### src/rtl/nibble_pkg.sv
`default_nettype none
// ============================================================================
//  Module   : nibble_pkg
//  Purpose  : Shared widths and assembly-state type for the nibble pair loader.
//  Revision : 1.0  initial release
// ============================================================================
package nibble_pkg;

    localparam int NIBBLE_W_DEF = 4;
    localparam int CNT_W_DEF    = 8;

    // S_IDLE: no first nibble held; S_FIRST: first nibble waiting for its partner
    typedef enum logic {
        S_IDLE  = 1'b0,
        S_FIRST = 1'b1
    } asm_state_t;

endpackage
`default_nettype wire

### src/rtl/sat_counter.sv
`default_nettype none
// ============================================================================
//  Module   : sat_counter
//  Purpose  : Up-counter that sticks at its all-ones value.
//  Revision : 1.0  initial release
// ============================================================================
module sat_counter #(
    parameter int W = 8
) (
    input  logic         clk,
    input  logic         rst_n,
    input  logic         inc,
    output logic [W-1:0] cnt
);

    logic [W-1:0] r_cnt;

    // Count up on inc, holding once the maximum is reached
    always_ff @(posedge clk or negedge rst_n) begin
        if (!rst_n) begin
            r_cnt <= '0;
        end else if (inc && (r_cnt != {W{1'b1}})) begin
            r_cnt <= r_cnt + W'(1);
        end
    end

    assign cnt = r_cnt;

endmodule
`default_nettype wire

### src/rtl/nibble_pair_loader.sv
`default_nettype none
// ============================================================================
//  Module   : nibble_pair_loader
//  Purpose  : Pairs consecutive nibbles from a valid/ready stream into a held
//             output slot, resynchronising on start-of-pair markers and
//             counting completed and dropped pairs.
//  Revision : 1.0  initial release
// ============================================================================
module nibble_pair_loader
    import nibble_pkg::*;
#(
    parameter int NIBBLE_W = NIBBLE_W_DEF,
    parameter int CNT_W    = CNT_W_DEF
) (
    input  logic                clk,
    input  logic                rst_n,
    input  logic [NIBBLE_W-1:0] nib_data,
    input  logic                nib_sof,
    input  logic                nib_valid,
    output logic                nib_ready,
    output logic [NIBBLE_W-1:0] pair_1,
    output logic [NIBBLE_W-1:0] pair_2,
    output logic                pair_valid,
    input  logic                pair_ready,
    output logic [CNT_W-1:0]    pair_cnt,
    output logic [CNT_W-1:0]    drop_cnt
);

    asm_state_t          r_state;
    asm_state_t          w_state_nxt;
    logic [NIBBLE_W-1:0] r_first;
    logic [NIBBLE_W-1:0] r_pair_1;
    logic [NIBBLE_W-1:0] r_pair_2;
    logic                r_pair_valid;
    logic [CNT_W-1:0]    r_pair_cnt;

    logic                w_nib_acc;
    logic                w_take;
    logic                w_first_ld;
    logic                w_load;
    logic                w_drop;

    // A second nibble may only enter when the slot is free or being emptied;
    // first nibbles (idle state or sof) never touch the slot, so always enter
    assign nib_ready = (r_state == S_IDLE) | nib_sof | ~r_pair_valid | pair_ready;
    assign w_nib_acc = nib_valid & nib_ready;
    assign w_take    = r_pair_valid & pair_ready;

    // Next-state and action decode for an accepted nibble
    always_comb begin
        w_state_nxt = r_state;
        w_first_ld  = 1'b0;
        w_load      = 1'b0;
        w_drop      = 1'b0;
        if (w_nib_acc) begin
            case (r_state)
                S_IDLE: begin
                    w_first_ld  = 1'b1;
                    w_state_nxt = S_FIRST;
                end
                S_FIRST: begin
                    if (nib_sof) begin
                        w_first_ld = 1'b1;
                        w_drop     = 1'b1;
                    end else begin
                        w_load      = 1'b1;
                        w_state_nxt = S_IDLE;
                    end
                end
                default: w_state_nxt = S_IDLE;
            endcase
        end
    end

    // Assembly state register
    always_ff @(posedge clk or negedge rst_n) begin
        if (!rst_n) begin
            r_state <= S_IDLE;
        end else begin
            r_state <= w_state_nxt;
        end
    end

    // Holding register for the first nibble of a pair
    always_ff @(posedge clk or negedge rst_n) begin
        if (!rst_n) begin
            r_first <= '0;
        end else if (w_first_ld) begin
            r_first <= nib_data;
        end
    end

    // Output slot: a load wins over a take so back-to-back pairs keep valid high
    always_ff @(posedge clk or negedge rst_n) begin
        if (!rst_n) begin
            r_pair_1     <= '0;
            r_pair_2     <= '0;
            r_pair_valid <= 1'b0;
        end else if (w_load) begin
            r_pair_1     <= r_first;
            r_pair_2     <= nib_data;
            r_pair_valid <= 1'b1;
        end else if (w_take) begin
            r_pair_valid <= 1'b0;
        end
    end

    // Completed-handshake counter, wrapping naturally at its width
    always_ff @(posedge clk or negedge rst_n) begin
        if (!rst_n) begin
            r_pair_cnt <= '0;
        end else if (w_take) begin
            r_pair_cnt <= r_pair_cnt + CNT_W'(1);
        end
    end

    sat_counter #(
        .W (CNT_W)
    ) u_drop_cnt (
        .clk   (clk),
        .rst_n (rst_n),
        .inc   (w_drop),
        .cnt   (drop_cnt)
    );

    assign pair_1     = r_pair_1;
    assign pair_2     = r_pair_2;
    assign pair_valid = r_pair_valid;
    assign pair_cnt   = r_pair_cnt;

endmodule
`default_nettype wire

### config.mk
export PLATFORM = sky130hd
export DESIGN_NAME = nibble_pair_loader
export DESIGN_NICKNAME = d
export VERILOG_FILES = /design/src/rtl/nibble_pkg.sv /design/src/rtl/sat_counter.sv /design/src/rtl/nibble_pair_loader.sv
export SDC_FILE = /design/constraint.sdc
export NUM_CORES = 1
export LEC_CHECK = 0
export BUFFER_PORTS_ARGS = -buffer_cell sky130_fd_sc_hd__buf_2
export CAP_MARGIN = 25
export CORE_MARGIN = 1
export CORE_UTILIZATION = 55
export DETAILED_ROUTE_END_ITERATION = 7
export PLACE_DENSITY = 0.83
export SYNTH_ARGS = -nofsm -noshare
export SYNTH_HDL_FRONTEND = slang
export SYNTH_HIERARCHICAL = 1
export SYNTH_SLANG_ARGS = --single-unit
### constraint.sdc
create_clock -name clk -period 2.46 [get_ports clk]
set_input_delay 0.369 -clock clk [delete_from_list [all_inputs] [get_ports clk]]
set_output_delay 0.369 -clock clk [all_outputs]
set_load 0.05 [all_outputs]
# == Word level (Yosys, flattened, before mapping) ==
# Cells that the tools add are included.
# classes
n_mux,10
n_reduce_logical,2
n_bitwise,7
addsub,2
n_eq_ne,1
# op_table
operator,n
$add 8x1->8 const B,2
$mux 1,9
$ne 8x8->1 const B,1
$or 1x1->1,3
$and 1x1->1,2
$not 1->1,2
$pmux 1 s2,1
$reduce_bool 2->1,1
$logic_and 1x1->1,1
# word_totals
out_inout_bits,26
reg_bits,30

# == Depth between registers and ports, before layout ==
# Gate-level depths: netlist (run 1).
# logic_depth
ltp_word,7
ltp_mapped,4

# == Hierarchy ==
# Netlist (run 1), hierarchy kept.
# by_module_without_submodules
module,cells_per_inst,area_each_um2,n_inst
nibble_pair_loader,65,928.4,1
sat_counter,34,407.9,1

# == Worst setup path before layout (run 1) ==
# OpenSTA, ideal clock, no wires.
# synth_timing
kind,reg2reg
startpoint,reg u_drop_cnt.r_cnt[0] (netlist: u_drop_cnt/cnt[0])
endpoint,reg u_drop_cnt.r_cnt[1] (netlist: u_drop_cnt/cnt[1])
path_buffers,0
setup_time_ps,128
stages_incl_launch_ff,5
required_time_ps,2332
t_arrival_ps,1638
path_slack_ps,695
cell_sequence,dfrtp_1 -> ha_1 -> nand4_1 -> o21ai_2 -> mux2_1
# synth_between
elab_chain_len,2
# synth_lines
item,line,source
start: declaration,sat_counter.sv:16,logic [W-1:0] r_cnt;
start signal: assignment,sat_counter.sv:23,r_cnt <= r_cnt + W'(1);
"parallel branches: the longest is 2 deep, another holds $add 8x1->8",-,
# Parallel ways; which one is timed is not known.
# A chain may end at the register's enable or synchronous reset.

# == Worst setup path in the final report (run 1) ==
# layout_timing
startpoint,reg r_pair_valid (netlist: pair_valid)
endpoint,out nib_ready
# layout_between
elab_chain_len,3
# layout_lines
item,line,source
start: declaration,nibble_pair_loader.sv:34,logic r_pair_valid;
start signal: assignment,nibble_pair_loader.sv:98,r_pair_valid <= 1'b0;
start signal: assignment,nibble_pair_loader.sv:102,r_pair_valid <= 1'b1;
start signal: assignment,nibble_pair_loader.sv:104,r_pair_valid <= 1'b0;
$not 1->1,nibble_pair_loader.sv:45,assign nib_ready = (r_state == S_IDLE) | nib_sof | ~r_pair_valid | pair_ready;
$or 1x1->1 (2 in a row),nibble_pair_loader.sv:45,
end: declaration,nibble_pair_loader.sv:20,"output logic nib_ready,"
# No other way between the ends.

==> metrics.md, run 1 <==
| Metric | Value |
|---|---|
| Crit path cell chain | nor2b_4, nand3b_1, buf_2 |
| Vias per cell | 5.54 |
| Syn Inst Count | 99 |
| Top routing layer used | met4 |
| Clock sinks | 30 |
| Total power | 1.93 mW |
| Status | finished, final reports clean |
| Met2 routed WL | 1130 µm |
| Most frequent cells in the layout | 34 x buf_2, 30 x dfrtp_1, 13 x mux2_2 |
| IO Pins | 35 |
| Clock Skew | 0.00794 ns |
| Top-area cell type share of the netlist area | 56.2% |
| HP Class | in -> async |
| First-pass GRT wire length | 3840 µm |
| Reg power frac | 40.0% |
| FFs w/ async S/R, synth | 100% |
| Die Y | 51.3 µm |
| Post-synth top area cell | dfrtp_1 |
| Seq/Total Area, Yosys | 56.2% |
| GR Util All Layers | 21.4% |
| Psw | 0.937 mW |
| CTS max path bufs | 2 |
| Post-CTS Setup Inserts | 0 |
| Primary FF master, synth | dfrtp_1 |
| Ys Warns | 6 |
| DP Wirelength | 1690 µm |
| Worst path required time | 2.09 ns |
| Worst setup SP type | flip-flop |
| Area growth, synth to finish | 20.1% |
| Hold-fix buffers, CTS | 0 |
| Critical path fanouts, max | 4 |
| Root buffer cell | clkbuf_4 |
| Post-route ant nets | 0 |
| Yosys cell types | 32 |
| Routed wire length | 2360 µm |
| DR WL met3 | 147 µm |
| Detailed-route DRC error count | 0 |
| VDD IR max | 930 µV |
| Cts repair resizes | 0 |
| Pwr Density | 1200 nW/µm² |
| Layout cells sized above 1 | 46.8% |
| Pint | 0.996 mW |
| H-Tree Depth | 2 |
| Final Hold Violating Endpoints | 0 |
| Clk pwr share | 16.4% |
| Crit path kind | reg -> out |
| Final min period | 1.67 ns |
| Worst rel slew slack | 57.4% |
| Dpl cell area | 1540 µm² |
| GRT Residual Overflow | 0 |
| Number of global-route vias before repair | 870 |
| Port bufs | 34 |
| Mapped Nets | 110 |
| CP max-delay cell | dfrtp_1 |
| Switching Fraction | 48.5% |
| Comb power frac | 43.6% |
| Die Wd | 51.3 µm |
| Worst-margin pin slew | 0.638 ns |
| Pins Over Slew Limit | 0 |
| CTS Buf Count | 5 |
| # nets final | 151 |
| Largest net degree at the start of global routing | 31 |
| Max-Cap Viols | 0 |
| GP Congestion | 0.811 |
| CP Data Arrival Time | 1.30 ns |
| Area of the core | 2250 µm² |
| Worst path buffer plus inverter count | 1 |
| CP Capture Type | output pin |
| Initial Util | 59.3% |
| Iteration-0 DRC count of the detailed router | 19 |
| Post-synth EDFFs | 0 |
| RSZ-0062 raised after global routing | false |
| Wirelength per Cell | 13.9 µm |
| CTS tree | built |
| Setup Viol. Count Final | 0 |
| Crit share post-route | 67.9% |
| Synth top area cells | dfrtp_1 56%, mux2_2 11%, xnor2_1 3.3%, xor2_1 2.6%, ha_1 1.9% |
| Final instance area | 1610 µm² |
| Kind of cell adding the most delay to the critical path | flip-flops |
| Area of the die | 2630 µm² |
| Synthesized area | 1340 µm² |
| Max incr delay on CP | 0.39 ns |
| DR vias | 936 |
| Placement Rows | 17 |
| FMAX | 0.599 GHz |
| TNS Setup | 0 ns |
| Worst skew pair latency | 0.34 ns |
| Register bit total from synthesis | 30 |
| Antenna violations before repair | 0 |
| M1 WL | 1020 µm |
| Syn_area_per_cell | 13.5 µm² |
| Most common cell after layout, fill and taps aside | buf_2 |
| Clk slew on worst S/H paths | 0.10 ns |
| N_diodes | 0 |
| Cell leakage power | 0.778 nW |
| Drt pass-1 iters | 4 |
path summary, 6_finish.rpt:
kind	slack [ns]	depth (start not counted)	endpoint	from
max in group asynchronous	2.00	1	u_drop_cnt/cnt[1]	rst_n
min reg2reg	0.48	1	pair_cnt[7]	pair_cnt[7]
max reg2reg	0.96	4	u_drop_cnt/cnt[1]	u_drop_cnt/cnt[0]
min	0.04	1	pair_valid	rst_n
max	0.79	3	nib_ready	pair_valid
min in group clk	0.26	2	r_first[3]	nib_data[3]
cells in the mapped netlist (2+ instances only):
| cell type | n |
|---|---|
| dfrtp_1 | 30 |
| mux2_2 | 13 |
| xnor2_1 | 5 |
| nand2_1 | 4 |
| nand4_1 | 4 |
| nor2_1 | 4 |
| xor2_1 | 4 |
| nand3_1 | 3 |
| nor3_1 | 3 |
| a21oi_1 | 2 |
| a31oi_1 | 2 |
| a41oi_1 | 2 |
| ha_1 | 2 |
| inv_1 | 2 |
| o21ai_2 | 2 |
metal layers:
layer  GRT usage, %  vias up
met3           9.82        7
met2           33.1       36
met4           12.2        0
met1           24.5      455
met5              0        -
li1               -      438
final cells by class:
| type | instances | area, µm² |
|---|---|---|
| fillers | 177 | 649 |
| clock buffers | 6 | 51.3 |
| flip-flops and latches | 30 | 751 |
| well taps | 28 | 35.0 |
| multi-input cells | 67 | 578 |
| repair buffers | 34 | 170 |
| inverters | 2 | 7.51 |
| clock inverters | 2 | 12.5 |
power groups by stage:
stage                     Combinational, mW  Sequential (mW)  Clock [mW]
after detailed placement              0.847            0.784           0
after floorplan                       0.202             1.22           0
after global routing                  0.888            0.800       0.341
final                                 0.843            0.774       0.316
after global placement                0.829            0.778           0
after CTS                             0.849            0.773       0.330
worst register-to-register path, cell delays in order (launching register included):
cell	delay (ns)
dfrtp_1	0.41
ha_1	0.26
nand4_1	0.19
o21ai_2	0.21
mux2_1	0.33
state kept, by name, indices dropped and copies added, names as in the netlist:
| register | count |
|---|---|
| pair_cnt | 8 |
| r_first | 4 |
| u_drop_cnt/cnt | 8 |
| pair_2 | 4 |
| pair_valid | 1 |
| pair_1 | 4 |
| r_state | 1 |
cells by family (layout without fill, tap and decap cells):
| family | Yosys count | after routing | share of synthesized area (%) |
|---|---|---|---|
| mux | 15 | 15 | 12.9 |
| simple gates | 29 | 29 | 15.4 |
| fa+ha+maj | 2 | 2 | 1.87 |
| flops | 30 | 30 | 56.2 |
| buf+inv | 2 | 44 | 0.562 |
| compound gates | 12 | 12 | 7.12 |
| xor+xnor | 9 | 9 | 5.90 |
metrics by stage:
stage	hold WS, ns	setup slack (ns)	util (%)	cells
floorplan	0.0734	0.695	-	99
global placement	0.424	0.947	68.4	161
detailed placement	0.431	0.917	68.4	161
CTS	0.0496	0.767	71.2	169
global route	0.0930	0.700	71.2	169
finish	0.0395	0.790	71.2	169
No activity file was read; power rests on OpenSTA's default activity.
==> run 2, diff against run 1 <==
- CORE_UTILIZATION: 55 -> 51
- PLACE_DENSITY: 0.83 -> 0.78
- clock period: 2.46 -> 1.75 ns (I/O delays scaled with it)
==> run 2 against run 1 <==
  * Wire length increased by 2.9%
  * Utilization decreased by 6.5 points
  * Clock power increased by 17%
  * Critical path type unchanged
  * Largest cell class unchanged
  * Non-clock buffer count increased by 1
  * Sequential cell count unchanged
  * Sequential share of layout area increased by 0.19 points
  * Total power increased by 37%
  * Critical path depth unchanged
  * Hold slack improved by 0.14 ns
  * Critical endpoint unchanged
  * Sequential power increased by 42%
==> metrics.md, run 2 (synthesis results as in run 1) <==
| Metric | Value |
|---|---|
| Antenna violations before repair | 0 (unchanged) |
| Worst hold margin | 0.183 ns (was 0.0395 ns) |
| HP Class | in -> reg (was in -> async) |
| Routed wire length | 2430 µm (was 2360 µm) |
| Most common cell after layout, fill and taps aside | buf_2 (unchanged) |
| Final Hold Violating Endpoints | 0 (unchanged) |
| Crit share post-route | 87.9% |
| Final instance area | 1600 µm² (was 1610 µm²) |
| Clock Skew | 0.00577 ns (was 0.00794 ns) |
| Detailed-route DRC error count | 0 (unchanged) |
| CP Capture Type | output pin (unchanged) |
| Final Non-Filler Cells | 171 (was 169) |
| Worst path required time | 1.49 ns (was 2.09 ns) |
| # placed instances | 163 (was 161) |
| RSZ-0062 raised after global routing | false (unchanged) |
| H-Tree Depth | 2 (unchanged) |
| Worst rel slew slack | 56.1% (was 57.4%) |
| PnR worst setup slack | 0.212 ns (was 0.790 ns) |
| Post-route ant nets | 0 (unchanged) |
| Area of the core | 2480 µm² (was 2250 µm²) |
| CP Data Arrival Time | 1.28 ns (was 1.30 ns) |
| Worst setup SP type | flip-flop (unchanged) |
| Pins Over Slew Limit | 0 (unchanged) |
| Wirelength per Cell | 14.2 µm (was 13.9 µm) |
| GP Congestion | 0.745 (was 0.811) |
| GRT Residual Overflow | 0 (unchanged) |
| Kind of cell adding the most delay to the critical path | flip-flops (unchanged) |
| Clk slew on worst S/H paths | 0.09 ns (was 0.10 ns) |
| First-pass GRT wire length | 3820 µm (was 3840 µm) |
| Max-Cap Viols | 0 (unchanged) |
| Placement Rows | 18 (was 17) |
| DP Wirelength | 1740 µm (was 1690 µm) |
| Final min period | 1.54 ns |
| Worst-margin pin slew | 0.658 ns (was 0.638 ns) |
| Switching Fraction | 48.8% (was 48.5%) |
| Drt pass-1 iters | 4 (unchanged) |
| # nets final | 152 (was 151) |
| Critical path fanouts, max | 4 (unchanged) |
| Vias per cell | 5.51 (was 5.54) |
| DR vias | 942 (was 936) |
| Reg power frac | 41.5% (was 40.0%) |
| Most frequent cells in the layout | 34 x buf_2, 28 x dfrtp_1, 13 x mux2_2 (was 34 x buf_2, 30 x dfrtp_1, 13 x mux2_2) |
| IO Pins | 35 (unchanged) |
| Root buffer cell | clkbuf_4 (unchanged) |
| Initial Util | 53.9% (was 59.3%) |
| Clk pwr share | 14.0% (was 16.4%) |
| Hold-fix buffers, CTS | 1 (was 0) |
| Worst path buffer plus inverter count | 1 (unchanged) |
| Iteration-0 DRC count of the detailed router | 6 (was 19) |
| CP max-delay cell | dfrtp_1 (unchanged) |
| CTS tree | built (unchanged) |
| Cts repair resizes | 0 (unchanged) |
| Die Y | 53.2 µm (was 51.3 µm) |
| Worst skew pair latency | 0.32 ns (was 0.34 ns) |
| Number of global-route vias before repair | 854 (was 870) |
| Die Wd | 53.2 µm (was 51.3 µm) |
| TNS Setup | 0 ns (unchanged) |
| Area of the multi-input gates | 578 µm² (unchanged) |
| N_diodes | 0 (unchanged) |
| FMAX | 0.650 GHz |
| Pint | 1.36 mW (was 0.996 mW) |
| CTS Buf Count | 5 (unchanged) |
| Clock sinks | 30 (unchanged) |
| Setup Viol. Count Final | 0 (unchanged) |
| Cell leakage power | 0.776 nW (was 0.778 nW) |
| Worst slack, placed | 0.287 ns (was 0.917 ns) |
| Crit path kind | reg -> out (unchanged) |
| Area growth, synth to finish | 20.0% (was 20.1%) |
| Register area | 753 µm² (was 751 µm²) |
| Area of the die | 2830 µm² (was 2630 µm²) |
| GR Util All Layers | 19.9% (was 21.4%) |
| Max incr delay on CP | 0.39 ns (about the same) |
| Crit path cell chain | nor2b_4, nand3b_1, buf_2 (unchanged) |
| Number of fill cells | 216 (was 177) |
| Post-CTS Setup Inserts | 0 (unchanged) |
| Largest net degree at the start of global routing | 31 (unchanged) |
| VDD IR max | 993 µV (was 930 µV) |
| CTS max path bufs | 2 (unchanged) |
| Pwr Density | 1650 nW/µm² (was 1200 nW/µm²) |
| Psw | 1.29 mW (was 0.937 mW) |
| Comb power frac | 44.5% (was 43.6%) |
| Status | finished, final reports clean (unchanged) |
| Dpl cell area | 1550 µm² (was 1540 µm²) |
| Port bufs | 34 (unchanged) |
| Layout cells sized above 1 | 47.5% (was 46.8%) |
-- run 2: cell types whose count changed in the layout (fill, tap and decap cells not counted) --
cell | before | now
dfrtp_2 | 0 | 2
clkinvlp_4 | 1 | 0
clkinv_2 | 1 | 2
clkbuf_8 | 1 | 0
dlygate4sd3_1 | 0 | 1
dfrtp_1 | 30 | 28
-- run 2: layer usage --
metal	up-vias	track usage (%)	part of all wire, %
met3	4	6.03	5.3
li1	448	-	-
met4	0	10.5	1.3
met1	457	25.2	45
met5	-	0	0
met2	33	30.4	48
-- run 2: through the flow --
stage | power, mW | util, %
after floorplan | 2.00 | -
after CTS | 2.68 | 64.7
after global placement | 2.26 | 62.4
after detailed placement | 2.29 | 62.4
after global routing | 2.79 | 64.7
final | 2.65 | 64.7
-- run 2: power groups by stage --
| stage | sequential (mW) | combinational, mW | clock (mW) |
|---|---|---|---|
| detailed placement | 1.11 | 1.18 | 0 |
| global route | 1.14 | 1.25 | 0.405 |
| finish | 1.10 | 1.18 | 0.369 |
| floorplan | 1.72 | 0.284 | 0 |
| CTS | 1.10 | 1.19 | 0.388 |
| global placement | 1.10 | 1.17 | 0 |
-- run 2: area by class of cell --
cell class,count,area share [%]
clock buffer,5,2.34
sequential,30,47.0
tap,30,2.34
inverter,2,0.468
timing repair buffer,35,11.2
multi-input combinational,67,36.0
clock inverter,2,0.624
-- run 2: path summary, 6_finish.rpt --
kind / cells after the start / startpoint / endpoint / slack (ns)
max reg2reg: 4 / u_drop_cnt/cnt[0] / u_drop_cnt/cnt[1] / 0.27
min in group asynchronous: 2 / rst_n / u_drop_cnt/cnt[5] / 0.50
max in group asynchronous: 2 / rst_n / u_drop_cnt/cnt[0] / 0.79
max: 3 / pair_valid / nib_ready / 0.21
min reg2reg: 1 / pair_cnt[7] / pair_cnt[7] / 0.47
min: 2 / nib_data[3] / r_first[3] / 0.18
-- run 2: worst reg2reg max path: stages (launching register included) --
cell     delay, ns
dfrtp_2       0.40
ha_1          0.24
nand4_1       0.19
o21ai_2       0.21
mux2_1        0.33
==> run 3, diff against run 2 <==
- CORE_ASPECT_RATIO: default -> 1.1
==> run 3 against run 2 <==
  * First-iteration DRC count up 130%
  * Critical path type unchanged
  * Highest routed layer unchanged
  * Final area is 0.86% higher
  * Global-route usage decreased by 0.16 points
  * Utilization is 0.065 points higher
  * Sequential power hardly changed
==> metrics.md, run 3 (synthesis results as in run 1) <==
| Metric | Value |
|---|---|
| Root buffer cell | clkbuf_4 (unchanged) |
| GP Congestion | 0.741 (was 0.745) |
| Dpl cell area | 1550 µm² (about the same) |
| Die Y | 55.7 µm (was 53.2 µm) |
| Worst-margin pin slew | 0.638 ns (was 0.658 ns) |
| Most frequent cells in the layout | 34 x buf_2, 28 x dfrtp_1, 13 x mux2_2 (unchanged) |
| Wirelength per Cell | 13.4 µm (was 14.2 µm) |
| Worst path required time | 1.49 ns (about the same) |
| CP max-delay cell | dfrtp_1 (unchanged) |
| Routed wire length | 2320 µm (was 2430 µm) |
| Port bufs | 34 (unchanged) |
| GRT Residual Overflow | 0 (unchanged) |
| Crit share post-route | 87.2% (was 87.9%) |
| Final min period | 1.53 ns (was 1.54 ns) |
| Crit path kind | reg -> out (unchanged) |
| Iteration-0 DRC count of the detailed router | 14 (was 6) |
| N_diodes | 0 (unchanged) |
| RSZ-0062 raised after global routing | false (unchanged) |
| Crit path cell chain | nor2b_4, nand3b_1, buf_2 (unchanged) |
| GR Util All Layers | 19.8% (was 19.9%) |
| # nets final | 152 (unchanged) |
| Crit Reg-Reg Startpoint | u_drop_cnt/cnt[0] (unchanged) |
| Clock sinks | 30 (unchanged) |
| Detailed-route DRC error count | 0 (unchanged) |
| Final Non-Filler Cells | 173 (was 171) |
| Antenna violations before repair | 0 (unchanged) |
| WHS Endpoint | pair_2[3] (was r_first[3]) |
| Hold path depth | 2 (unchanged) |
| Cell leakage power | 0.781 nW (was 0.776 nW) |
| Setup Viol. Count Final | 0 (unchanged) |
| Clk slew on worst S/H paths | 0.09 ns (about the same) |
| DP Wirelength | 1780 µm (was 1740 µm) |
| Drt pass-1 iters | 4 (unchanged) |
| VDD IR max | 1070 µV (was 993 µV) |
| H-Tree Depth | 2 (unchanged) |
| Most common cell after layout, fill and taps aside | buf_2 (unchanged) |
| CP Data Arrival Time | 1.26 ns (was 1.28 ns) |
| CTS tree | built (unchanged) |
| Vias per cell | 5.38 (was 5.51) |
| Layout cells sized above 1 | 47.2% (was 47.5%) |
| CP Capture Type | output pin (unchanged) |
| Status | finished, final reports clean (unchanged) |
| Area of the core | 2500 µm² (was 2480 µm²) |
| Pwr Density | 1670 nW/µm² (was 1650 nW/µm²) |
| CTS Buf Count | 5 (unchanged) |
| R2R Setup Slk | 0.27 ns (about the same) |
| Worst rel slew slack | 57.4% (was 56.1%) |
| CTS max path bufs | 2 (unchanged) |
| Post-route ant nets | 0 (unchanged) |
| Max-Cap Viols | 0 (unchanged) |
| # placed instances | 164 (was 163) |
| Largest net degree at the start of global routing | 31 (unchanged) |
| HP Class | in -> reg (unchanged) |
| Area of the die | 2830 µm² (about the same) |
| Pins Over Slew Limit | 0 (unchanged) |
| DR vias | 931 (was 942) |
| TNS Setup | 0 ns (unchanged) |
| Area growth, synth to finish | 21.1% (was 20.0%) |
| Min-delay src | nib_data[3] (unchanged) |
| Final instance area | 1620 µm² (was 1600 µm²) |
| Worst setup SP type | flip-flop (unchanged) |
| Placement Rows | 19 (was 18) |
| Worst hold margin | 0.179 ns (was 0.183 ns) |
| Die Wd | 50.8 µm (was 53.2 µm) |
| Worst skew pair latency | 0.32 ns (about the same) |
| FF-to-FF End | u_drop_cnt/cnt[1] (unchanged) |
| Number of fill cells | 205 (was 216) |
| Max incr delay on CP | 0.39 ns (about the same) |
| Critical path fanouts, max | 4 (unchanged) |
| IO Pins | 35 (unchanged) |
| Final Hold Violating Endpoints | 0 (unchanged) |
| Cts repair resizes | 0 (unchanged) |
| Clock Skew | 0.00739 ns (was 0.00577 ns) |
| Initial Util | 53.5% (was 53.9%) |
| Number of global-route vias before repair | 933 (was 854) |
| First-pass GRT wire length | 4040 µm (was 3820 µm) |
| FMAX | 0.656 GHz (was 0.650 GHz) |
| Worst R2R Path Depth | 4 (unchanged) |
| Post-CTS Setup Inserts | 0 (unchanged) |
run 3: cell count changes in the layout (fill, tap and decap cells not counted), sizes merged:
cell    change
clkbuf      +2
clkinv      -1
run 3: power by group:
part	total, mW	internal [mW]	switching [mW]
Sequential	1.10	0.895	0.203
Combinational	1.18	0.320	0.862
Clock	0.422	0.194	0.228
run 3: metal layers:
layer	part of all wire, %	GRT usage [%]	vias to the layer above
li1	-	-	446
met1	41	22.4	453
met2	52	33.0	28
met3	5.4	8.20	4
met4	1.5	7.14	0
met5	0	0	-
run 3: final cells by class:
type / instances / area, µm² / area share [%]
sequential: 30 / 753 / 46.6
multi-input combinational: 67 / 578 / 35.7
timing repair buffer: 35 / 180 / 11.1
clock buffer: 7 / 55.1 / 3.40
tap: 31 / 38.8 / 2.40
inverter: 2 / 7.51 / 0.464
clock inverter: 1 / 5.00 / 0.309
run 3: how the worst max path moves through the flow:
stage                    start                end  slack [ns]  cells past startpoint
floorplan           pair_valid          nib_ready        0.13                      2
global placement       r_state  u_drop_cnt/cnt[5]        0.32                      4
detailed placement     r_state  u_drop_cnt/cnt[5]        0.28                      4
CTS                 pair_valid          nib_ready        0.20                      3
global route        pair_valid          nib_ready        0.11                      3
finish              pair_valid          nib_ready        0.22                      3
run 3: critical path, delay by kind of cell (launching register included):
family	cells	cell delay (ns)
DFF	1	0.39
and+or+nand+nor	2	0.33
buffers and inverters	1	0.22
run 3: what timing repair did:
action | CTS | global route
hold buffers | 1 | 0
endpoints found under the hold margin | 30 | 0
endpoints found under the setup margin | 0 | 0
run 3: through the flow:
step                      total power, mW  setup WS, ns  utilization (%)
final                                2.70         0.225             64.8
after global routing                 2.86         0.114             64.8
after CTS                            2.73         0.201             64.8
after detailed placement             2.31         0.284             62.0
after global placement               2.26         0.325             62.0
after floorplan                      2.00         0.130                -
